==> src/rtl/bus_rr_arbiter_pkg.sv <==
// Shared definitions for the main-bus round-robin arbiter.
package bus_rr_arbiter_pkg;

    localparam int NUM_MASTERS      = 4;
    localparam int ARB_TIMEOUT_CLKS = 12;
    localparam int ARB_STROBE_LEN   = 1;
    localparam int ERR_COUNT_W      = 8;

    typedef enum logic [2:0] {
        IDLE,
        ADDR,
        STROBE,
        RELEASE,
        ERR
    } arb_state_t;

    // Increment that sticks at all-ones instead of wrapping.
    function automatic logic [ERR_COUNT_W-1:0] sat_inc(input logic [ERR_COUNT_W-1:0] value);
        return (&value) ? value : value + 8'd1;
    endfunction

endpackage

==> src/rtl/rr_priority_select.sv <==
// Combinational round-robin picker: first requester after ptr_i, wrapping.
module rr_priority_select #(
    parameter  int N     = 4,
    localparam int IDX_W = $clog2(N)
) (
    input  logic [N-1:0]     req_i,
    input  logic [IDX_W-1:0] ptr_i,
    output logic [N-1:0]     grant_o,
    output logic [IDX_W-1:0] idx_o,
    output logic             valid_o
);

    int               cand;
    logic [IDX_W-1:0] cand_idx;

    // Scan from ptr_i+1 through ptr_i itself; the first request hit wins.
    always_comb begin
        // NOTE: every output gets a default before the loop so no path leaves a value held (no latch).
        grant_o  = '0;
        idx_o    = '0;
        valid_o  = 1'b0;
        cand     = 0;
        cand_idx = '0;
        for (int off = 1; off <= N; off++) begin
            cand     = (int'(ptr_i) + off) % N;
            cand_idx = IDX_W'(cand);
            if (!valid_o && req_i[cand_idx]) begin
                valid_o           = 1'b1;
                idx_o             = cand_idx;
                grant_o[cand_idx] = 1'b1;
            end
        end
    end

endmodule

==> src/rtl/bus_rr_arbiter.sv <==
// Round-robin arbiter and transaction sequencer for the shared 16-bit main bus.
// Sequence per transaction: grant -> ADDR (wait for dev_sel) -> STROBE -> RELEASE.
module bus_rr_arbiter #(
    parameter  int NUM_MASTERS  = bus_rr_arbiter_pkg::NUM_MASTERS,
    parameter  int TIMEOUT_CLKS = bus_rr_arbiter_pkg::ARB_TIMEOUT_CLKS,
    parameter  int STROBE_LEN   = bus_rr_arbiter_pkg::ARB_STROBE_LEN,
    localparam int IDX_W        = $clog2(NUM_MASTERS)
) (
    input  logic                   clk,
    input  logic                   rst,
    input  logic [NUM_MASTERS-1:0] barq_i,
    input  logic [NUM_MASTERS-1:0] lock_i,
    input  logic                   address_valid_i,
    output logic [NUM_MASTERS-1:0] bagd_o,
    output logic                   target_ready_o,
    output logic                   data_strobe_o,
    output logic                   error_o,
    output logic                   busy_o,
    output logic [7:0]             err_count_o,
    output logic [IDX_W-1:0]       owner_o
);

    import bus_rr_arbiter_pkg::*;

    // Counter values at which ADDR times out and STROBE ends.
    localparam logic [7:0] TIMEOUT_LAST = 8'(TIMEOUT_CLKS - 1);
    localparam logic [7:0] STROBE_LAST  = 8'(STROBE_LEN - 1);
    localparam logic [IDX_W-1:0] OWNER_RST = IDX_W'(NUM_MASTERS - 1);

    arb_state_t             state_q, state_d;
    logic [7:0]             cnt_q, cnt_d;
    logic [NUM_MASTERS-1:0] bagd_q, bagd_d;
    logic                   target_ready_q, target_ready_d;
    logic                   data_strobe_q, data_strobe_d;
    logic                   error_q, error_d;
    logic                   busy_q, busy_d;
    logic [7:0]             err_count_q, err_count_d;
    logic [IDX_W-1:0]       owner_q, owner_d;

    logic [NUM_MASTERS-1:0] pick_onehot;
    logic [IDX_W-1:0]       pick_idx;
    logic                   pick_valid;
    logic                   owner_req;
    logic                   owner_lock;

    // The owner register doubles as the round-robin pointer.
    rr_priority_select #(.N(NUM_MASTERS)) u_pick (
        .req_i   (barq_i),
        .ptr_i   (owner_q),
        .grant_o (pick_onehot),
        .idx_o   (pick_idx),
        .valid_o (pick_valid)
    );

    assign owner_req  = barq_i[owner_q];
    assign owner_lock = lock_i[owner_q];

    // Next-state and next-output logic; every output is computed one cycle ahead.
    always_comb begin
        state_d        = state_q;
        cnt_d          = cnt_q;
        bagd_d         = bagd_q;
        target_ready_d = target_ready_q;
        data_strobe_d  = data_strobe_q;
        error_d        = 1'b0;
        err_count_d    = err_count_q;
        owner_d        = owner_q;

        unique case (state_q)
            IDLE: begin
                if (pick_valid) begin
                    owner_d        = pick_idx;
                    bagd_d         = pick_onehot;
                    target_ready_d = 1'b1;
                    cnt_d          = '0;
                    state_d        = ADDR;
                end
            end
            ADDR: begin
                // A decode in the last allowed cycle still beats the timeout.
                if (address_valid_i) begin
                    data_strobe_d = 1'b1;
                    cnt_d         = '0;
                    state_d       = STROBE;
                end else if (cnt_q == TIMEOUT_LAST) begin
                    error_d        = 1'b1;
                    err_count_d    = sat_inc(err_count_q);
                    bagd_d         = '0;
                    target_ready_d = 1'b0;
                    state_d        = ERR;
                end else if (!owner_req) begin
                    target_ready_d = 1'b0;
                    state_d        = RELEASE;
                end else begin
                    cnt_d = cnt_q + 8'd1;
                end
            end
            STROBE: begin
                if (cnt_q == STROBE_LAST) begin
                    data_strobe_d  = 1'b0;
                    target_ready_d = 1'b0;
                    state_d        = RELEASE;
                end else begin
                    cnt_d = cnt_q + 8'd1;
                end
            end
            RELEASE: begin
                // A locked owner keeps its grant and skips arbitration.
                if (owner_lock && owner_req) begin
                    target_ready_d = 1'b1;
                    cnt_d          = '0;
                    state_d        = ADDR;
                end else begin
                    bagd_d  = '0;
                    state_d = IDLE;
                end
            end
            ERR: begin
                state_d = IDLE;
            end
            default: begin
                bagd_d         = '0;
                target_ready_d = 1'b0;
                data_strobe_d  = 1'b0;
                state_d        = IDLE;
            end
        endcase

        busy_d = (state_d != IDLE);
    end

    // State and output registers with asynchronous reset.
    always_ff @(posedge clk or posedge rst) begin
        // NOTE: sequential state uses non-blocking assignments so all registers update from pre-edge values.
        if (rst) begin
            state_q        <= IDLE;
            cnt_q          <= '0;
            bagd_q         <= '0;
            target_ready_q <= 1'b0;
            data_strobe_q  <= 1'b0;
            error_q        <= 1'b0;
            busy_q         <= 1'b0;
            err_count_q    <= '0;
            owner_q        <= OWNER_RST;
        end else begin
            state_q        <= state_d;
            cnt_q          <= cnt_d;
            bagd_q         <= bagd_d;
            target_ready_q <= target_ready_d;
            data_strobe_q  <= data_strobe_d;
            error_q        <= error_d;
            busy_q         <= busy_d;
            err_count_q    <= err_count_d;
            owner_q        <= owner_d;
        end
    end

    assign bagd_o         = bagd_q;
    assign target_ready_o = target_ready_q;
    assign data_strobe_o  = data_strobe_q;
    assign error_o        = error_q;
    assign busy_o         = busy_q;
    assign err_count_o    = err_count_q;
    assign owner_o        = owner_q;

endmodule

==> config.mk <==
export PLATFORM = sky130hd
export DESIGN_NAME = bus_rr_arbiter
export DESIGN_NICKNAME = d
export VERILOG_FILES = /design/src/rtl/bus_rr_arbiter_pkg.sv /design/src/rtl/rr_priority_select.sv /design/src/rtl/bus_rr_arbiter.sv
export SDC_FILE = /design/constraint.sdc
export NUM_CORES = 1
export LEC_CHECK = 0
export CAP_MARGIN = 20
export CORE_ASPECT_RATIO = 0.7
export CORE_MARGIN = 2
export CORE_UTILIZATION = 50
export CTS_CLUSTER_DIAMETER = 30
export DETAILED_ROUTE_END_ITERATION = 10
export DONT_BUFFER_PORTS = 1
export GPL_ROUTABILITY_DRIVEN = 0
export HOLD_SLACK_MARGIN = 0.12
export PLACE_DENSITY_LB_ADDON = 0.3
export SYNTH_ARGS = -nofsm -noshare
export SYNTH_HDL_FRONTEND = slang
export SYNTH_SLANG_ARGS = --single-unit
==> constraint.sdc <==
create_clock -name clk -period 2.36 [get_ports clk]
set_clock_uncertainty 0.1 [all_clocks]
set_input_delay 0.59 -clock clk [delete_from_list [all_inputs] [get_ports clk]]
set_output_delay 0.59 -clock clk [all_outputs]
set_load 0.01 [all_outputs]
# Word-level counts from Yosys, hierarchy flattened
# Index checks and enable logic that the tools add are counted.
dict set report word_totals {
  elab_cells 135
  out_inout_bits 18
  reg_bits 29
  in_bits 11
}
dict set report classes {
  magnitude_cmp 9
  muxes 63
  n_reduce_logical 24
  n_bitwise 8
  n_eq_ne 16
  add_sub_neg 6
}
# operator n
set op_table {}
lappend op_table {{$mux 8} 6}
lappend op_table {{$mux 4} 8}
lappend op_table {{$pmux 8 s4} 1}
lappend op_table {{$mux 1} 25}
lappend op_table {{$add 8x1->8 const B} 2}
lappend op_table {{$ne 2x2->1 const B} 8}
lappend op_table {{$pmux 4 s4} 1}
lappend op_table {{$lt 2x3->1 const B} 5}
lappend op_table {{$mux 3} 5}
lappend op_table {{$bmux 1 s2} 6}
lappend op_table {{$or 4x4->4} 3}
lappend op_table {{$pmux 3 s4} 1}
lappend op_table {{$reduce_and 6->1} 2}
lappend op_table {{$ne 3x3->1 const B} 3}
lappend op_table {{$demux 1 s2} 4}
lappend op_table {{$eq 8x4->1 const B} 1}
lappend op_table {{$ge 2x1->1 const B} 4}
lappend op_table {{$logic_and 1x1->1} 8}
lappend op_table {{$logic_not 8->1} 1}
lappend op_table {{$mux 2} 4}
lappend op_table {{$reduce_and 8->1} 1}
lappend op_table {{$eq 3x2->1 const B} 2}
lappend op_table {{$not 1->1} 5}
lappend op_table {{$pmux 1 s5} 1}
lappend op_table {{other kinds (15)} 19}

# Longest topological paths before layout
dict set report depth {
  ltp_word 16
  ltp_mapped 9
  mapped_depth_nobuf 7
}

# By module
# A second synthesis with hierarchy kept.
dict set report unflattened {
  cells_unflattened 239
  area_unflattened_um2 2219.6
}
# mod instances cells_per_inst area_per_inst_um2
set by_module_without_submodules {}
lappend by_module_without_submodules {bus_rr_arbiter 1 153 1590.3}
lappend by_module_without_submodules {rr_priority_select 1 86 629.4}

# Worst setup path after synthesis
# OpenSTA, ideal clock, no wires.
dict set report synth_path {
  path_type {reg-to-reg}
  start {register owner_q[0], in the netlist owner_o[0]}
  end {register bagd_q[1], in the netlist bagd_o[1]}
  required_time_ns 2.194
  path_stages_with_launch 10
  arrival_time_ns 2.376
  slack_ns -0.183
  setup_ns 0.066
  path_cell_list {dfstp_2 buf_2 inv_1 ha_1 clkbuf_1 inv_1 nor4b_1 nand2_1 nand4_1 a22o_1}
}
dict set report synth_between {
  elab_chain_cells 15
}
# item line
set synth_rtl {}
lappend synth_rtl {{start: declaration} bus_rr_arbiter.sv:38} ;# logic [IDX_W-1:0] owner_q, owner_d;
lappend synth_rtl {{start signal: assignment} bus_rr_arbiter.sv:154} ;# owner_q <= owner_d;
lappend synth_rtl {{branches (longest 15 deep; another with $lt 2x3->1)} --}
lappend synth_rtl {{end signal: assignment} bus_rr_arbiter.sv:148} ;# bagd_q <= bagd_d;
lappend synth_rtl {{end: declaration} bus_rr_arbiter.sv:32} ;# logic [NUM_MASTERS-1:0] bagd_q, bagd_d;
# Parallel ways; which one is timed is not known. The select of a mux whose other input is x is not followed.
# A chain may end at the register's enable or synchronous reset.

# Worst setup path after layout
dict set report layout_path {
  start {register owner_q[0], in the netlist owner_o[0]}
  end {register bagd_q[3], in the netlist bagd_o[3]}
}
# Same word-level chain as after synthesis.

==> run summary <==
status: finished, final reports clean
post-synth top area share: 0.3167
largest net degree at the start of global routing: 30
Slew HR: 0.6398
share of layout cells above drive strength 1: 0.1878
initial antenna violation count: 0
Clk pin slew, worst setup/hold paths: 0.07 ns
pwr dens: 1214 mW/mm2
postcts setup bufs: 0
hold_buf cts: 0
synthesized area per cell: 9.195 um2
final net count: 266
Initial Utilization: 0.5310
CTS tree: done
Clock Sink Count: 29
Syn Std Cell Area: 0.002133 mm2
Pleak: 1.035 nW
H-Tree Depth: 2
Worst setup SP type: flop
Slew Limit Fails: 0
endpoints failing hold: 0
die footprint: 0.004813 mm2
FMAX: 0.4466 GHz
RSZ-0062 raised after global routing: no
area leader, netlist: dfrtp_1
Boundary Pins: 29
total number of vias: 1,840
sum of negative setup slack: 0 ns
Syn-to-layout area delta: 12.73%
Synth warnings: 0
# DRC: 0
vias in the first global route: 1,674
placed wire-length estimate: 3568 um
Root Buffer: clkbuf_8
peak supply drop: 0.5766 mV
Synth Flop Type: dfrtp_1
Clock Latency Late Sink: 0.28 ns
syn_nets: 254
Routed WL: 4886 um
async set or reset register ratio after synthesis: 1.000
Worst Hold Class: in -> async
1st-iter DRT viols: 187
row count: 19
number of library cell types mapped by synthesis: 59
end-of-flow core utilization: 0.5986
grt ovf: 0
vias per inst: 6.195
DIE WIDTH: 82.07 um
Die Span Y: 58.65 um
CP max FO: 9
most common cell after layout, fill and taps aside: dfrtp_1
Setup WS post-layout: 0.1208 ns
worst slack, placed: 0.08140 ns
Total GRT Usage: 0.2220
Layout Cell Area excl Fill: 0.002405 mm2
CTS buffer count: 5
Port Buffers: 0
drt first pass iters: 4
Crit. End Element: flop
Worst EP arrival: 2.31 ns
Max clock buf depth: 2
Final setup viols: 0
EDFF count, synth: 0
min Tclk post-route: 2.239 ns
worst-margin pin slew: 0.5355 ns
PostCTS Resize Cnt: 0
Worst EP required: 2.43 ns
global-route wire length before repair: 8114 um
critical path type: reg -> reg
final period utilization: 0.9488
CORE AREA: 0.004018 mm2
Post-DRT Antenna Nets: 0
register area share after synthesis: 0.3413
register bit total from synthesis: 29
Post-Place Cell Area: 0.002282 mm2
Mapped Cells: 232
most frequent cells in the layout: dfrtp_1 (27), nand2_1 (25), buf_4 (18), o21ai_0 (13), inv_1 (11)
Avg WL per Cell: 16.45 um
# diodes: 0
Max-cap violations: 0
Area contributors post-synth: dfrtp_1 (32%), ha_1 (6.5%), nand2_1 (4.4%), mux4_2 (3.2%), o21ai_0 (3.0%)
-- kinds of logic (layout without fill, tap and decap cells) --
| family | Yosys count | after routing | synth area share |
|---|---|---|---|
| simple gates | 83 | 83 | 0.2199 |
| compound gates | 70 | 70 | 0.2434 |
| flops | 29 | 29 | 0.3413 |
| buf+inv | 24 | 37 | 0.04633 |
| fa+ha+maj | 11 | 11 | 0.06452 |
| xor+xnor | 8 | 8 | 0.03285 |
| mux | 7 | 7 | 0.05161 |
-- synth_stat cells (4+ instances only) --
master and number:
nor3_1 6, nand3_1 5, ha_1 11, inv_1 11, nor2_1 7, a21o_1 4, nand4_1 6, dfrtp_1 27
a22o_1 7, xnor2_1 5, a31oi_1 7, o31ai_1 5, and2_1 4, nand2b_1 9, clkbuf_1 10, o22ai_1 4
nand2_1 25, o21ai_1 4, o21ai_0 13
-- metrics by stage --
step / hold WS, ns / power, mW / instances
detailed placement: 0.3922 / 2.359 / 289
CTS: 0.1726 / 2.900 / 297
global route: 0.2056 / 3.132 / 297
global placement: 0.4116 / 2.340 / 289
finish: 0.1681 / 2.918 / 297
floorplan: 0.3484 / 1.911 / 232
-- flip-flops by register name (all words and copies together), names as in the netlist --
name	flops
owner_o	2
error_o	1
target_ready_o	1
cnt_q	8
state_q	3
err_count_o	8
busy_o	1
bagd_o	4
data_strobe_o	1
-- metal layers --
metal  global-route usage  part of all wire  up-vias
li1                     -                 -      899
met1               0.3457              0.53      883
met4              0.05238            0.0072        0
met3              0.07362             0.070        4
met2               0.2927              0.40       54
met5                    0                 0        -
-- layout make-up --
cell class                 count  area (um2)
fill                         322        1613
timing repair buffer          18       135.1
inverter                      11       41.29
multi-input combinational    179        1319
clock inverter                 1       30.03
clock buffer                   7       86.33
tap                           52       65.06
sequential                    29       728.2
-- critical path: stages, from the launching register on --
cell and delay, ns:
dfstp_2 0.67, mux4_2 0.64, and2_1 0.21, a31oi_1 0.17, nand4_1 0.13, a22o_1 0.21
-- final timing paths --
| kind | to | start | cells after the start | slack [ns] |
|---|---|---|---|---|
| worst max-delay path | bagd_o[3]$_DFFE_PP0P_ | owner_o[0]$_DFFE_PP1P_ | 5 | 0.12 |
| worst min-delay path | err_count_o[6]$_DFFE_PP0P_ | rst | 2 | 0.17 |
| worst max register to register | bagd_o[3]$_DFFE_PP0P_ | owner_o[0]$_DFFE_PP1P_ | 5 | 0.12 |
| worst min register to register | cnt_q[7]$_DFFE_PP0P_ | cnt_q[7]$_DFFE_PP0P_ | 1 | 0.41 |
| max in group asynchronous | owner_o[1]$_DFFE_PP1P_ | rst | 2 | 1.67 |
| min in group clk | data_strobe_o$_DFFE_PP0P_ | address_valid_i | 1 | 0.38 |
-- power by group --
part           total, mW  leakage, nW  internal, mW  switching [mW]
logic               1.61        0.596         0.735           0.872
clock network      0.538       0.0585         0.344           0.195
registers          0.773        0.381         0.618           0.155
Note: power is estimated with default switching activity, not from simulation.
